<file path="config.mk">
export PLATFORM = sky130hd
export DESIGN_NAME = sme_job_sequencer_flat
export DESIGN_NICKNAME = d
export VERILOG_FILES = /design/src/rtl/sme_job_sequencer_pkg.sv /design/src/rtl/sme_job_sequencer_if.sv /design/src/rtl/sme_seq_len_guard.sv /design/src/rtl/sme_job_sequencer.sv /design/src/flat_wrapper.sv
export SDC_FILE = /design/constraint.sdc
export NUM_CORES = 1
export LEC_CHECK = 0
export CORE_MARGIN = 1
export CORE_UTILIZATION = 30
export DETAILED_ROUTE_END_ITERATION = 8
export PLACE_DENSITY = 0.53
export RECOVER_POWER = 25
export SLEW_MARGIN = 5
export SYNTH_ARGS = -nofsm -noshare
export SYNTH_HDL_FRONTEND = slang
export SYNTH_SLANG_ARGS = --single-unit
</file>
<file path="constraint.sdc">
create_clock -name clk -period 2.1 [get_ports clk]
set_input_delay 0.21 -clock clk [delete_from_list [all_inputs] [get_ports clk]]
set_output_delay 0.21 -clock clk [all_outputs]
set_load 0.02 [all_outputs]
</file>
<file path="src/rtl/sme_job_sequencer_pkg.sv">
// Shared definitions for the SME job sequencer: FSM encoding, size defaults, byte-kind codes.
package sme_job_sequencer_pkg;

    localparam int SEQ_BYTE        = 8;
    localparam int SEQ_MAX_STRING  = 32;
    localparam int SEQ_MAX_PATTERN = 8;
    localparam int SEQ_MAX_STR_ADD = 5;
    localparam int SEQ_TIMEOUT_CYC = 1024;

    localparam logic KIND_STR = 1'b0;
    localparam logic KIND_PAT = 1'b1;

    typedef enum logic [2:0] {
        ST_IDLE,
        ST_STR,
        ST_PAT,
        ST_GAP,
        ST_WAIT,
        ST_RESP
    } seq_state_e;

    // States in which the byte stream may be accepted.
    function automatic logic state_accepts(seq_state_e s);
        return (s == ST_IDLE) || (s == ST_STR) || (s == ST_PAT);
    endfunction

endpackage

</file>
<file path="src/rtl/sme_job_sequencer_if.sv">
// Byte stream in, SME load/result signals and result port of the job sequencer.
interface sme_job_sequencer_if
    import sme_job_sequencer_pkg::*;
#(
    parameter int BYTE        = SEQ_BYTE,
    parameter int MAX_STR_ADD = SEQ_MAX_STR_ADD
);
    logic [BYTE-1:0]        in_data;
    logic                   in_kind;
    logic                   in_last;
    logic                   in_valid;
    logic                   in_ready;
    logic [BYTE-1:0]        chardata;
    logic                   isstring;
    logic                   ispattern;
    logic                   sme_valid;
    logic                   sme_match;
    logic [MAX_STR_ADD-1:0] sme_match_index;
    logic                   res_valid;
    logic                   res_ready;
    logic                   res_match;
    logic [MAX_STR_ADD-1:0] res_index;
    logic                   res_err;
    logic                   busy;

    modport slave (
        input  in_data, in_kind, in_last, in_valid,
               sme_valid, sme_match, sme_match_index, res_ready,
        output in_ready, chardata, isstring, ispattern,
               res_valid, res_match, res_index, res_err, busy
    );

    modport master (
        output in_data, in_kind, in_last, in_valid,
               sme_valid, sme_match, sme_match_index, res_ready,
        input  in_ready, chardata, isstring, ispattern,
               res_valid, res_match, res_index, res_err, busy
    );

endinterface

</file>
<file path="src/rtl/sme_seq_len_guard.sv">
// Saturating string/pattern length counters and the sticky job error flag.
module sme_seq_len_guard
    import sme_job_sequencer_pkg::*;
#(
    parameter int MAX_STRING  = SEQ_MAX_STRING,
    parameter int MAX_PATTERN = SEQ_MAX_PATTERN
) (
    input  logic clk,
    input  logic reset,
    input  logic str_inc_i,
    input  logic pat_inc_i,
    input  logic frame_err_i,
    input  logic clr_i,
    output logic str_room_o,
    output logic pat_room_o,
    output logic err_o
);
    localparam int SW = $clog2(MAX_STRING + 1);
    localparam int PW = $clog2(MAX_PATTERN + 1);

    logic [SW-1:0] str_cnt_q, str_cnt_d;
    logic [PW-1:0] pat_cnt_q, pat_cnt_d;
    logic          err_q, err_d;

    assign str_room_o = (str_cnt_q < SW'(MAX_STRING));
    assign pat_room_o = (pat_cnt_q < PW'(MAX_PATTERN));
    assign err_o      = err_q;

    // An over-length byte leaves its counter parked at the maximum and flags the job.
    always_comb begin
        str_cnt_d = str_cnt_q;
        pat_cnt_d = pat_cnt_q;
        err_d     = err_q;
        if (clr_i) begin
            str_cnt_d = '0;
            pat_cnt_d = '0;
            err_d     = 1'b0;
        end else begin
            if (str_inc_i) begin
                if (str_room_o) str_cnt_d = str_cnt_q + 1'b1;
                else            err_d     = 1'b1;
            end
            if (pat_inc_i) begin
                if (pat_room_o) pat_cnt_d = pat_cnt_q + 1'b1;
                else            err_d     = 1'b1;
            end
            if (frame_err_i) err_d = 1'b1;
        end
    end

    always_ff @(posedge clk or negedge reset) begin
        if (!reset) begin
            str_cnt_q <= '0;
            pat_cnt_q <= '0;
            err_q     <= 1'b0;
        end else begin
            str_cnt_q <= str_cnt_d;
            pat_cnt_q <= pat_cnt_d;
            err_q     <= err_d;
        end
    end

endmodule

</file>
<file path="src/rtl/sme_job_sequencer.sv">
// Feeds one string+pattern job at a time into the SME and returns its result.
// Optional WAIT watchdog: define SME_SEQ_TIMEOUT_EN.
module sme_job_sequencer
    import sme_job_sequencer_pkg::*;
#(
    parameter int BYTE        = SEQ_BYTE,
    parameter int MAX_STRING  = SEQ_MAX_STRING,
    parameter int MAX_PATTERN = SEQ_MAX_PATTERN,
    parameter int MAX_STR_ADD = SEQ_MAX_STR_ADD,
    parameter int TIMEOUT_CYC = SEQ_TIMEOUT_CYC
) (
    input  logic                clk,
    input  logic                reset,
    sme_job_sequencer_if.slave  bus
);
    seq_state_e             state_q, state_d;
    logic                   in_ready_q;
    logic [BYTE-1:0]        chardata_q, chardata_d;
    logic                   isstring_q, isstring_d;
    logic                   ispattern_q, ispattern_d;
    logic                   res_valid_q, res_valid_d;
    logic                   res_match_q, res_match_d;
    logic [MAX_STR_ADD-1:0] res_index_q, res_index_d;
    logic                   res_err_q, res_err_d;

    logic accept, timeout;
    logic str_inc, pat_inc, frame_err, cnt_clr;
    logic str_room, pat_room, err_flag;

    assign accept = bus.in_valid & in_ready_q;

    sme_seq_len_guard #(
        .MAX_STRING  (MAX_STRING),
        .MAX_PATTERN (MAX_PATTERN)
    ) u_len_guard (
        .clk         (clk),
        .reset       (reset),
        .str_inc_i   (str_inc),
        .pat_inc_i   (pat_inc),
        .frame_err_i (frame_err),
        .clr_i       (cnt_clr),
        .str_room_o  (str_room),
        .pat_room_o  (pat_room),
        .err_o       (err_flag)
    );

`ifdef SME_SEQ_TIMEOUT_EN
    localparam int WD_W = $clog2(TIMEOUT_CYC + 1);
    logic [WD_W-1:0] wdog_q;

    always_ff @(posedge clk or negedge reset) begin
        if (!reset)                                    wdog_q <= '0;
        else if (state_q != ST_WAIT || bus.sme_valid)  wdog_q <= '0;
        else                                           wdog_q <= wdog_q + 1'b1;
    end

    // Fires on the last of TIMEOUT_CYC consecutive WAIT cycles without an engine result.
    assign timeout = (state_q == ST_WAIT) && !bus.sme_valid &&
                     (wdog_q == WD_W'(TIMEOUT_CYC - 1));
`else
    assign timeout = 1'b0;
`endif

    always_comb begin
        state_d     = state_q;
        chardata_d  = chardata_q;
        isstring_d  = 1'b0;
        ispattern_d = 1'b0;
        res_valid_d = res_valid_q;
        res_match_d = res_match_q;
        res_index_d = res_index_q;
        res_err_d   = res_err_q;
        str_inc     = 1'b0;
        pat_inc     = 1'b0;
        frame_err   = 1'b0;
        cnt_clr     = 1'b0;

        case (state_q)
            ST_IDLE: begin
                if (accept) begin
                    if (bus.in_kind == KIND_STR) begin
                        str_inc    = 1'b1;
                        isstring_d = str_room;
                        state_d    = bus.in_last ? ST_PAT : ST_STR;
                    end else begin
                        frame_err = 1'b1;
                    end
                end
            end
            ST_STR: begin
                if (accept) begin
                    if (bus.in_kind == KIND_STR) begin
                        str_inc    = 1'b1;
                        isstring_d = str_room;
                        if (bus.in_last) state_d = ST_PAT;
                    end else begin
                        // Missing string terminator: keep loading, but as the pattern.
                        frame_err   = 1'b1;
                        pat_inc     = 1'b1;
                        ispattern_d = pat_room;
                        state_d     = bus.in_last ? ST_GAP : ST_PAT;
                    end
                end
            end
            ST_PAT: begin
                if (accept) begin
                    if (bus.in_kind == KIND_PAT) begin
                        pat_inc     = 1'b1;
                        ispattern_d = pat_room;
                        if (bus.in_last) state_d = ST_GAP;
                    end else begin
                        frame_err = 1'b1;
                    end
                end
            end
            ST_GAP: state_d = ST_WAIT;
            ST_WAIT: begin
                if (bus.sme_valid) begin
                    res_valid_d = 1'b1;
                    res_match_d = bus.sme_match;
                    res_index_d = bus.sme_match_index;
                    res_err_d   = err_flag;
                    state_d     = ST_RESP;
                end else if (timeout) begin
                    res_valid_d = 1'b1;
                    res_match_d = 1'b0;
                    res_index_d = '0;
                    res_err_d   = 1'b1;
                    state_d     = ST_RESP;
                end
            end
            ST_RESP: begin
                if (bus.res_ready) begin
                    res_valid_d = 1'b0;
                    cnt_clr     = 1'b1;
                    state_d     = ST_IDLE;
                end
            end
            default: state_d = ST_IDLE;
        endcase

        if (isstring_d || ispattern_d) chardata_d = bus.in_data;
    end

    always_ff @(posedge clk or negedge reset) begin
        if (!reset) begin
            state_q     <= ST_IDLE;
            in_ready_q  <= 1'b0;
            chardata_q  <= '0;
            isstring_q  <= 1'b0;
            ispattern_q <= 1'b0;
            res_valid_q <= 1'b0;
            res_match_q <= 1'b0;
            res_index_q <= '0;
            res_err_q   <= 1'b0;
        end else begin
            state_q     <= state_d;
            in_ready_q  <= state_accepts(state_d);
            chardata_q  <= chardata_d;
            isstring_q  <= isstring_d;
            ispattern_q <= ispattern_d;
            res_valid_q <= res_valid_d;
            res_match_q <= res_match_d;
            res_index_q <= res_index_d;
            res_err_q   <= res_err_d;
        end
    end

    assign bus.in_ready  = in_ready_q;
    assign bus.chardata  = chardata_q;
    assign bus.isstring  = isstring_q;
    assign bus.ispattern = ispattern_q;
    assign bus.res_valid = res_valid_q;
    assign bus.res_match = res_match_q;
    assign bus.res_index = res_index_q;
    assign bus.res_err   = res_err_q;
    assign bus.busy      = (state_q != ST_IDLE);

endmodule

</file>
<file path="src/flat_wrapper.sv">
// flat-port wrapper written by rule: the top's interface ports become plain ports
module sme_job_sequencer_flat import sme_job_sequencer_pkg::*;
#(
    parameter int BYTE        = SEQ_BYTE,
    parameter int MAX_STRING  = SEQ_MAX_STRING,
    parameter int MAX_PATTERN = SEQ_MAX_PATTERN,
    parameter int MAX_STR_ADD = SEQ_MAX_STR_ADD,
    parameter int TIMEOUT_CYC = SEQ_TIMEOUT_CYC
)
  (clk, reset, bus_in_data, bus_in_kind, bus_in_last, bus_in_valid, bus_sme_valid, bus_sme_match, bus_sme_match_index, bus_res_ready, bus_in_ready, bus_chardata, bus_isstring, bus_ispattern, bus_res_valid, bus_res_match, bus_res_index, bus_res_err, bus_busy);
  sme_job_sequencer_if #(.BYTE(BYTE), .MAX_STR_ADD(MAX_STR_ADD)) bus_i ();
  input  logic clk;
  input  logic reset;
  input wire logic [$bits(bus_i.in_data)-1:0] bus_in_data;
  input wire logic [$bits(bus_i.in_kind)-1:0] bus_in_kind;
  input wire logic [$bits(bus_i.in_last)-1:0] bus_in_last;
  input wire logic [$bits(bus_i.in_valid)-1:0] bus_in_valid;
  input wire logic [$bits(bus_i.sme_valid)-1:0] bus_sme_valid;
  input wire logic [$bits(bus_i.sme_match)-1:0] bus_sme_match;
  input wire logic [$bits(bus_i.sme_match_index)-1:0] bus_sme_match_index;
  input wire logic [$bits(bus_i.res_ready)-1:0] bus_res_ready;
  output wire logic [$bits(bus_i.in_ready)-1:0] bus_in_ready;
  output wire logic [$bits(bus_i.chardata)-1:0] bus_chardata;
  output wire logic [$bits(bus_i.isstring)-1:0] bus_isstring;
  output wire logic [$bits(bus_i.ispattern)-1:0] bus_ispattern;
  output wire logic [$bits(bus_i.res_valid)-1:0] bus_res_valid;
  output wire logic [$bits(bus_i.res_match)-1:0] bus_res_match;
  output wire logic [$bits(bus_i.res_index)-1:0] bus_res_index;
  output wire logic [$bits(bus_i.res_err)-1:0] bus_res_err;
  output wire logic [$bits(bus_i.busy)-1:0] bus_busy;
  assign bus_i.in_data = bus_in_data;
  assign bus_i.in_kind = bus_in_kind;
  assign bus_i.in_last = bus_in_last;
  assign bus_i.in_valid = bus_in_valid;
  assign bus_i.sme_valid = bus_sme_valid;
  assign bus_i.sme_match = bus_sme_match;
  assign bus_i.sme_match_index = bus_sme_match_index;
  assign bus_i.res_ready = bus_res_ready;
  assign bus_in_ready = bus_i.in_ready;
  assign bus_chardata = bus_i.chardata;
  assign bus_isstring = bus_i.isstring;
  assign bus_ispattern = bus_i.ispattern;
  assign bus_res_valid = bus_i.res_valid;
  assign bus_res_match = bus_i.res_match;
  assign bus_res_index = bus_i.res_index;
  assign bus_res_err = bus_i.res_err;
  assign bus_busy = bus_i.busy;
  sme_job_sequencer #(.BYTE(BYTE), .MAX_STRING(MAX_STRING), .MAX_PATTERN(MAX_PATTERN), .MAX_STR_ADD(MAX_STR_ADD), .TIMEOUT_CYC(TIMEOUT_CYC)) u_core (.clk(clk), .reset(reset), .bus(bus_i));
endmodule
</file>
After elaboration in Yosys (flattened, before gate mapping)
Cells that the tools add are included.
{"block": "classes", "n_addsub": 2, "n_lt_le_gt_ge": 2, "n_eq_ne": 9, "muxes": 43, "bitwise_logic": 1, "reduce_logical": 17}
{"operator": "3-bit 2-to-1 mux", "count": 10}
{"operator": "1-bit 2-to-1 mux", "count": 23}
{"operator": "6-bit 2-to-1 mux", "count": 3}
{"operator": "3-bit case mux with 6 select lines", "count": 1}
{"operator": "4-bit 2-to-1 mux", "count": 3}
{"operator": "2-bit nonzero test", "count": 5}
{"operator": "3-bit by 2-bit equality test with 1-bit output (second input constant)", "count": 3}
{"operator": "6-bit by 1-bit adder with 6-bit output (second input constant)", "count": 1}
{"operator": "3-bit by 1-bit equality test with 1-bit output (second input constant)", "count": 2}
{"operator": "3-bit equality test (second input constant)", "count": 2}
{"operator": "3-bit zero test", "count": 2}
{"operator": "6-bit less-than comparator (second input constant)", "count": 1}
{"operator": "2-bit AND reduction", "count": 3}
{"operator": "4-bit by 1-bit adder with 4-bit output (second input constant)", "count": 1}
{"operator": "4-bit less-than comparator (second input constant)", "count": 1}
{"operator": "2-bit inequality test (second input constant)", "count": 2}
{"operator": "1-bit case mux with 2 select lines", "count": 2}
{"operator": "2-bit OR reduction", "count": 2}
{"operator": "1-bit logical OR", "count": 3}
{"operator": "3-bit AND reduction", "count": 1}
{"operator": "3-bit nonzero test", "count": 1}
{"operator": "2-bit 2-to-1 mux", "count": 1}
{"operator": "1-bit bitwise AND", "count": 1}
{"block": "word_totals", "ff_bits": 33, "in_bits": 21, "output_inout_bits": 20, "wordCells": 86}

Logic depth before layout (Yosys ltp)
{"block": "depth", "word_depth": 8, "depth_mapped": 5, "depth_no_buf": 5}

Cells and area by module
A second synthesis with hierarchy kept.
{"block": "hier_totals", "cells_unflattened": 138, "hier_area_um2": 1532.7}
{"module": "sme_job_sequencer", "instances": 1, "cells_each": 87, "area_per_inst_um2": 1004.7, "seq_area_each_um2": 550.5}
{"module": "sme_seq_len_guard", "instances": 1, "cells_each": 51, "area_per_inst_um2": 528.0, "seq_area_each_um2": 275.3}

Worst setup path after synthesis
OpenSTA, ideal clock, no wires.
{"block": "synth_path", "kind": "register to register", "startpoint": "register u_core.state_q[1]", "endpoint": "register u_core.in_ready_q (netlist: u_core.bus.in_ready)", "setup_ns": 0.126, "arrival_time_ns": 1.417, "required_time_ns": 1.974, "path_slack_ns": 0.557, "stages_incl_launch_ff": 6, "n_path_buf": 1, "period_less_slack_ns": 1.543, "cell_sequence": "dfrtp_1 -> buf_6 -> or3_1 -> a2111o_1 -> o211ai_2 -> a21oi_1"}
{"block": "synth_via", "word_cells_on_any_way": 22, "classes_between": "eq/ne: 7; mux: 11; reduce/logical: 4"}
{"item": "start, declared", "line_no": "sme_job_sequencer.sv:16", "text": "seq_state_e state_q, state_d;"}
{"item": "start signal, assigned", "line_no": "sme_job_sequencer.sv:157", "text": "state_q <= state_d;"}
{"item": "3-bit equality test (tied with other cells)", "line_no": "sme_job_sequencer.sv:78", "text": "case (state_q)"}
{"item": "3-bit case mux with 6 select lines *", "line_no": "sme_job_sequencer.sv:78"}
{"item": "via u_core.state_d[0]", "line_no": "sme_job_sequencer.sv:16"}
{"item": "3-bit by 1-bit equality test with 1-bit output / 3-bit zero test (equally long branches)", "line_no": "sme_job_sequencer_pkg.sv:24", "text": "return (s == ST_IDLE) || (s == ST_STR) || (s == ST_PAT);"}
{"item": "1-bit logical OR", "line_no": "sme_job_sequencer_pkg.sv:24"}
{"item": "1-bit logical OR *", "line_no": "sme_job_sequencer_pkg.sv:24"}
{"item": "end signal, assigned", "line_no": "sme_job_sequencer.sv:158", "text": "in_ready_q <= state_accepts(state_d);"}
{"item": "end, declared", "line_no": "sme_job_sequencer.sv:17", "text": "logic in_ready_q;"}
The timed path passes the listed nets; every way through them passes the cells marked *.
A chain may end at the register's enable or synchronous reset.

Final worst setup path
{"block": "layout_path", "startpoint": "register u_core.state_q[0]", "endpoint": "output bus_busy"}
{"block": "layout_via", "elab_chain_cells": 1}
{"item": "3-bit nonzero test", "line_no": "sme_job_sequencer.sv:177", "text": "assign bus.busy = (state_q != ST_IDLE);"}
{"item": "end, declared", "line_no": "flat_wrapper.sv:30", "text": "output wire logic [$bits(bus_i.busy)-1:0] bus_busy;"}
No other way between the ends.

==> impl_metrics.prom <==
# TYPE chip_impl_metric gauge
chip_impl_metric{name="first_global_vias",unit=""} 1084
chip_impl_metric{name="finish.cell_count_without_fillers",unit=""} 234
chip_impl_metric{name="final_max_slew_viol_count",unit=""} 0
chip_impl_metric{name="critPathArrivalTime",unit="ps"} 1780
chip_impl_metric{name="hold_buffers",unit=""} 0
chip_impl_metric{name="clock_insertion_delay_worst_skew",unit="ps"} 270
chip_impl_metric{name="timing.max_slew.rel_slack",unit=""} 0.454
chip_impl_info{name="clock-root-buffer",value="sky130_fd_sc_hd__clkbuf_8"} 1
chip_impl_metric{name="start_util",unit=""} 0.315
chip_impl_metric{name="grt.total_usage",unit=""} 0.131
chip_impl_metric{name="clk_pin_slew_worst_paths",unit="ps"} 60
chip_impl_metric{name="pwr_density_cell",unit="nW/um^2"} 1360
chip_impl_metric{name="drtAntennaViolNets",unit=""} 0
chip_impl_metric{name="avgSynthCellArea",unit="sq um"} 12.2
chip_impl_metric{name="mappedNetlistNets",unit=""} 146
chip_impl_info{name="tritoncts_clock_tree",value="yes"} 1
chip_impl_metric{name="drive_above_1_share",unit=""} 0.174
chip_impl_metric{name="power",unit="mW"} 2.79
chip_impl_metric{name="synthesized_netlist_cell_count",unit=""} 123
chip_impl_metric{name="setup-violations-final",unit=""} 0
chip_impl_metric{name="first_pass_iters",unit=""} 4
chip_impl_metric{name="cts_resized",unit=""} 0
chip_impl_metric{name="cp_num_buf_inv",unit=""} 1
chip_impl_metric{name="synth.cell_area",unit="sq um"} 1500
chip_impl_metric{name="ys.warnings.count",unit=""} 0
chip_impl_metric{name="diodes",unit=""} 0
chip_impl_metric{name="regToRegSetupSlack",unit="ps"} 380
chip_impl_metric{name="floorplan.die_area",unit="sq um"} 5280
chip_impl_info{name="rsz0062_at_grt",value="false"} 1
chip_impl_metric{name="post-cts-setup-buffers",unit=""} 0
chip_impl_metric{name="synth-seq-area-share",unit=""} 0.551
chip_impl_metric{name="timing.critical_path.slowest_cell_delay",unit="ps"} 540
chip_impl_metric{name="routed-via-count",unit=""} 1078
chip_impl_metric{name="finalCritPeriodShare",unit=""} 0.948
chip_impl_metric{name="floorplan.die.width",unit="um"} 72.7
chip_impl_metric{name="globalRouteOverflowTotal",unit=""} 0
chip_impl_metric{name="die_y",unit="um"} 72.7
chip_impl_metric{name="remaining_drc_errors",unit=""} 0
chip_impl_metric{name="cts_buffer_depth",unit=""} 2
chip_impl_info{name="critical_path_endpoint_category",value="output port"} 1
chip_impl_metric{name="area_delta_synth_final",unit="%"} 36.6
chip_impl_metric{name="boundaryPins",unit=""} 41
chip_impl_metric{name="post-route-min-period",unit="ps"} 1990
chip_impl_metric{name="p_leak",unit="nW"} 0.872
chip_impl_metric{name="max-vdd-ir-drop",unit="mV"} 0.607
chip_impl_metric{name="critical_path_peak_fanout",unit=""} 13
chip_impl_metric{name="numCtsBuffers",unit=""} 5
chip_impl_metric{name="clock_tree.htree_level_count",unit=""} 2
chip_impl_metric{name="postLayoutSetupSlackWorst",unit="ps"} 110
chip_impl_metric{name="wl",unit="mm"} 3.06
chip_impl_metric{name="initial_antenna_violation_count",unit=""} 0
chip_impl_metric{name="post-place-ws",unit="ps"} 168
chip_impl_metric{name="gp_congestion",unit=""} 0.723
chip_impl_info{name="timing.critical_path.slowest_stage_cell",value="sky130_fd_sc_hd__dfrtp_1"} 1
chip_impl_metric{name="first_iter_violations",unit=""} 24
chip_impl_metric{name="hold_violations",unit=""} 0
chip_impl_info{name="critical_path_class",value="flip-flop to output port"} 1
chip_impl_metric{name="max_freq",unit="MHz"} 503
chip_impl_info{name="synth_ff_type",value="sky130_fd_sc_hd__dfrtp_1"} 1
chip_impl_metric{name="coreArea",unit="sq um"} 4750
chip_impl_metric{name="place.detailed.instances",unit=""} 227
chip_impl_info{name="run_status",value="complete, no violations"} 1
chip_impl_metric{name="placementRows",unit=""} 25
chip_impl_metric{name="count_of_maximum_capacitance_violations",unit=""} 0
chip_impl_metric{name="numPortBuffers",unit=""} 40
chip_impl_metric{name="synth-async-reset-ratio",unit=""} 1.00
chip_impl_metric{name="fin_skew",unit="ps"} 5.87
chip_impl_metric{name="tritoncts_num_sinks",unit=""} 33
chip_impl_metric{name="routed_length_per_instance",unit="um"} 13.1
chip_impl_metric{name="tightest_slew",unit="ps"} 819
chip_impl_metric{name="setup-tns-final",unit="ps"} 0
chip_impl_metric{name="grt_max_degree",unit=""} 34
chip_impl_metric{name="place_hpwl",unit="mm"} 2.25
chip_impl_metric{name="cp_data_required_time",unit="ps"} 1890
chip_impl_metric{name="detail_route.vias_per_cell",unit=""} 4.61
chip_impl_info{name="min-delay-path-class",value="flip-flop to flip-flop"} 1
chip_impl_metric{name="finalNetCount",unit=""} 190
chip_impl_metric{name="synth.ff_latch_count",unit=""} 33
chip_impl_info{name="crit_family",value="flip-flops"} 1
chip_impl_metric{name="yosys_cell_types",unit=""} 33
chip_impl_info{name="layout.cells.most_common",value="sky130_fd_sc_hd__clkdlybuf4s50_1"} 1
chip_impl_info{name="most_frequent_cells_in_the_layout",value="sky130_fd_sc_hd__clkdlybuf4s50_1 (39), sky130_fd_sc_hd__dfrtp_1 (33), sky130_fd_sc_hd__mux2_2 (15)"} 1
chip_impl_info{name="crit_path_start_kind",value="flip-flop"} 1
chip_impl_metric{name="post_synth_edffs",unit=""} 0
chip_impl_info{name="timing.critical_path.cells",value="or3_1, clkdlybuf4s50_1"} 1
chip_impl_metric{name="grt_first_pass_wirelength",unit="mm"} 5.18
-- path summary, 6_finish.rpt --
kind / endpoint / depth (start not counted) / startpoint
setup reg to reg: u_core.bus.res_index[3] / 3 / u_core.state_q[1]
setup / recovery: bus_busy / 2 / u_core.state_q[0]
min in group asynchronous: u_core.u_len_guard.str_cnt_q[1] / 2 / reset
hold reg to reg: u_core.bus.res_valid / 1 / u_core.bus.res_valid
max in group asynchronous: u_core.bus.res_match / 2 / reset
hold / removal: u_core.bus.res_valid / 1 / u_core.bus.res_valid
-- Yosys cell counts, types with 2 or more instances --
library cell               number  area [sq um]
sky130_fd_sc_hd__a21oi_1        5          25.0
sky130_fd_sc_hd__nand3b_1       2          15.0
sky130_fd_sc_hd__nor3_4         2          32.5
sky130_fd_sc_hd__mux2_2        15           169
sky130_fd_sc_hd__clkbuf_1       2          7.51
sky130_fd_sc_hd__dfrtp_1       33           826
sky130_fd_sc_hd__inv_1          2          7.51
sky130_fd_sc_hd__xnor2_1        4          35.0
sky130_fd_sc_hd__nor2_1        10          37.5
sky130_fd_sc_hd__a21o_1         2          15.0
sky130_fd_sc_hd__mux2i_1        5          50.1
sky130_fd_sc_hd__nand2_1       12          45.0
sky130_fd_sc_hd__o21ai_0        2          10.0
sky130_fd_sc_hd__or3_1          2          12.5
sky130_fd_sc_hd__buf_6          2          22.5
sky130_fd_sc_hd__nand3_1        3          15.0
sky130_fd_sc_hd__ha_1           2          25.0
sky130_fd_sc_hd__nor2b_1        3          18.8
-- power by group --
group	internal, mW	switching (mW)
registers	0.901	0.214
clock network	0.260	0.208
logic	0.645	0.564
-- routing by layer --
| metal | part of all wire | wire length, um | vias up | GRT usage |
|---|---|---|---|---|
| li1 | - | - | 511 | - |
| met1 | 0.44 | 1350 | 536 | 0.167 |
| met2 | 0.50 | 1550 | 26 | 0.209 |
| met3 | 0.041 | 126 | 5 | 0.0401 |
| met4 | 0.013 | 40 | 0 | 0.0523 |
| met5 | 0 | 0 | - | 0 |
-- cell type report --
cell class | count | area, sq um
Tap cell | 67 | 83.8
Inverter | 2 | 7.51
Multi-Input combinational cell | 83 | 631
Fill cell | 475 | 2710
Timing Repair Buffer | 42 | 413
Clock buffer | 7 | 86.3
Sequential cell | 33 | 826
-- logic make-up (layout without fill, tap and decap cells) --
family / after synthesis / in the layout / synth area share
AND/OR/NAND/NOR: 42 / 42 / 0.159
adder cells (fa/ha/maj): 2 / 2 / 0.0167
AO/OA/AOI/OAI: 14 / 14 / 0.0651
buffers and inverters: 7 / 51 / 0.0284
flip-flops: 33 / 33 / 0.551
XOR/XNOR: 5 / 5 / 0.0342
multiplexers: 20 / 20 / 0.146
-- sequential cells by signal, summed over array words and instances, names as in the netlist --
signal / cells
u_core.bus.ispattern: 1
u_core.u_len_guard.err_o: 1
u_core.bus.isstring: 1
u_core.bus.res_index: 5
u_core.bus.res_valid: 1
u_core.state_q: 3
u_core.u_len_guard.pat_cnt_q: 4
u_core.bus.res_match: 1
u_core.bus.res_err: 1
u_core.u_len_guard.str_cnt_q: 6
u_core.bus.in_ready: 1
u_core.bus.chardata: 8
-- stage by stage --
stage	hold WS, ps	util	cell area (sq um)
global placement	463	0.413	1960
global route	514	0.431	2050
finish	475	0.431	2050
detailed placement	465	0.413	1960
CTS	342	0.431	2050
floorplan	-85.6	-	1500
No activity file was read; power rests on OpenSTA's default activity.
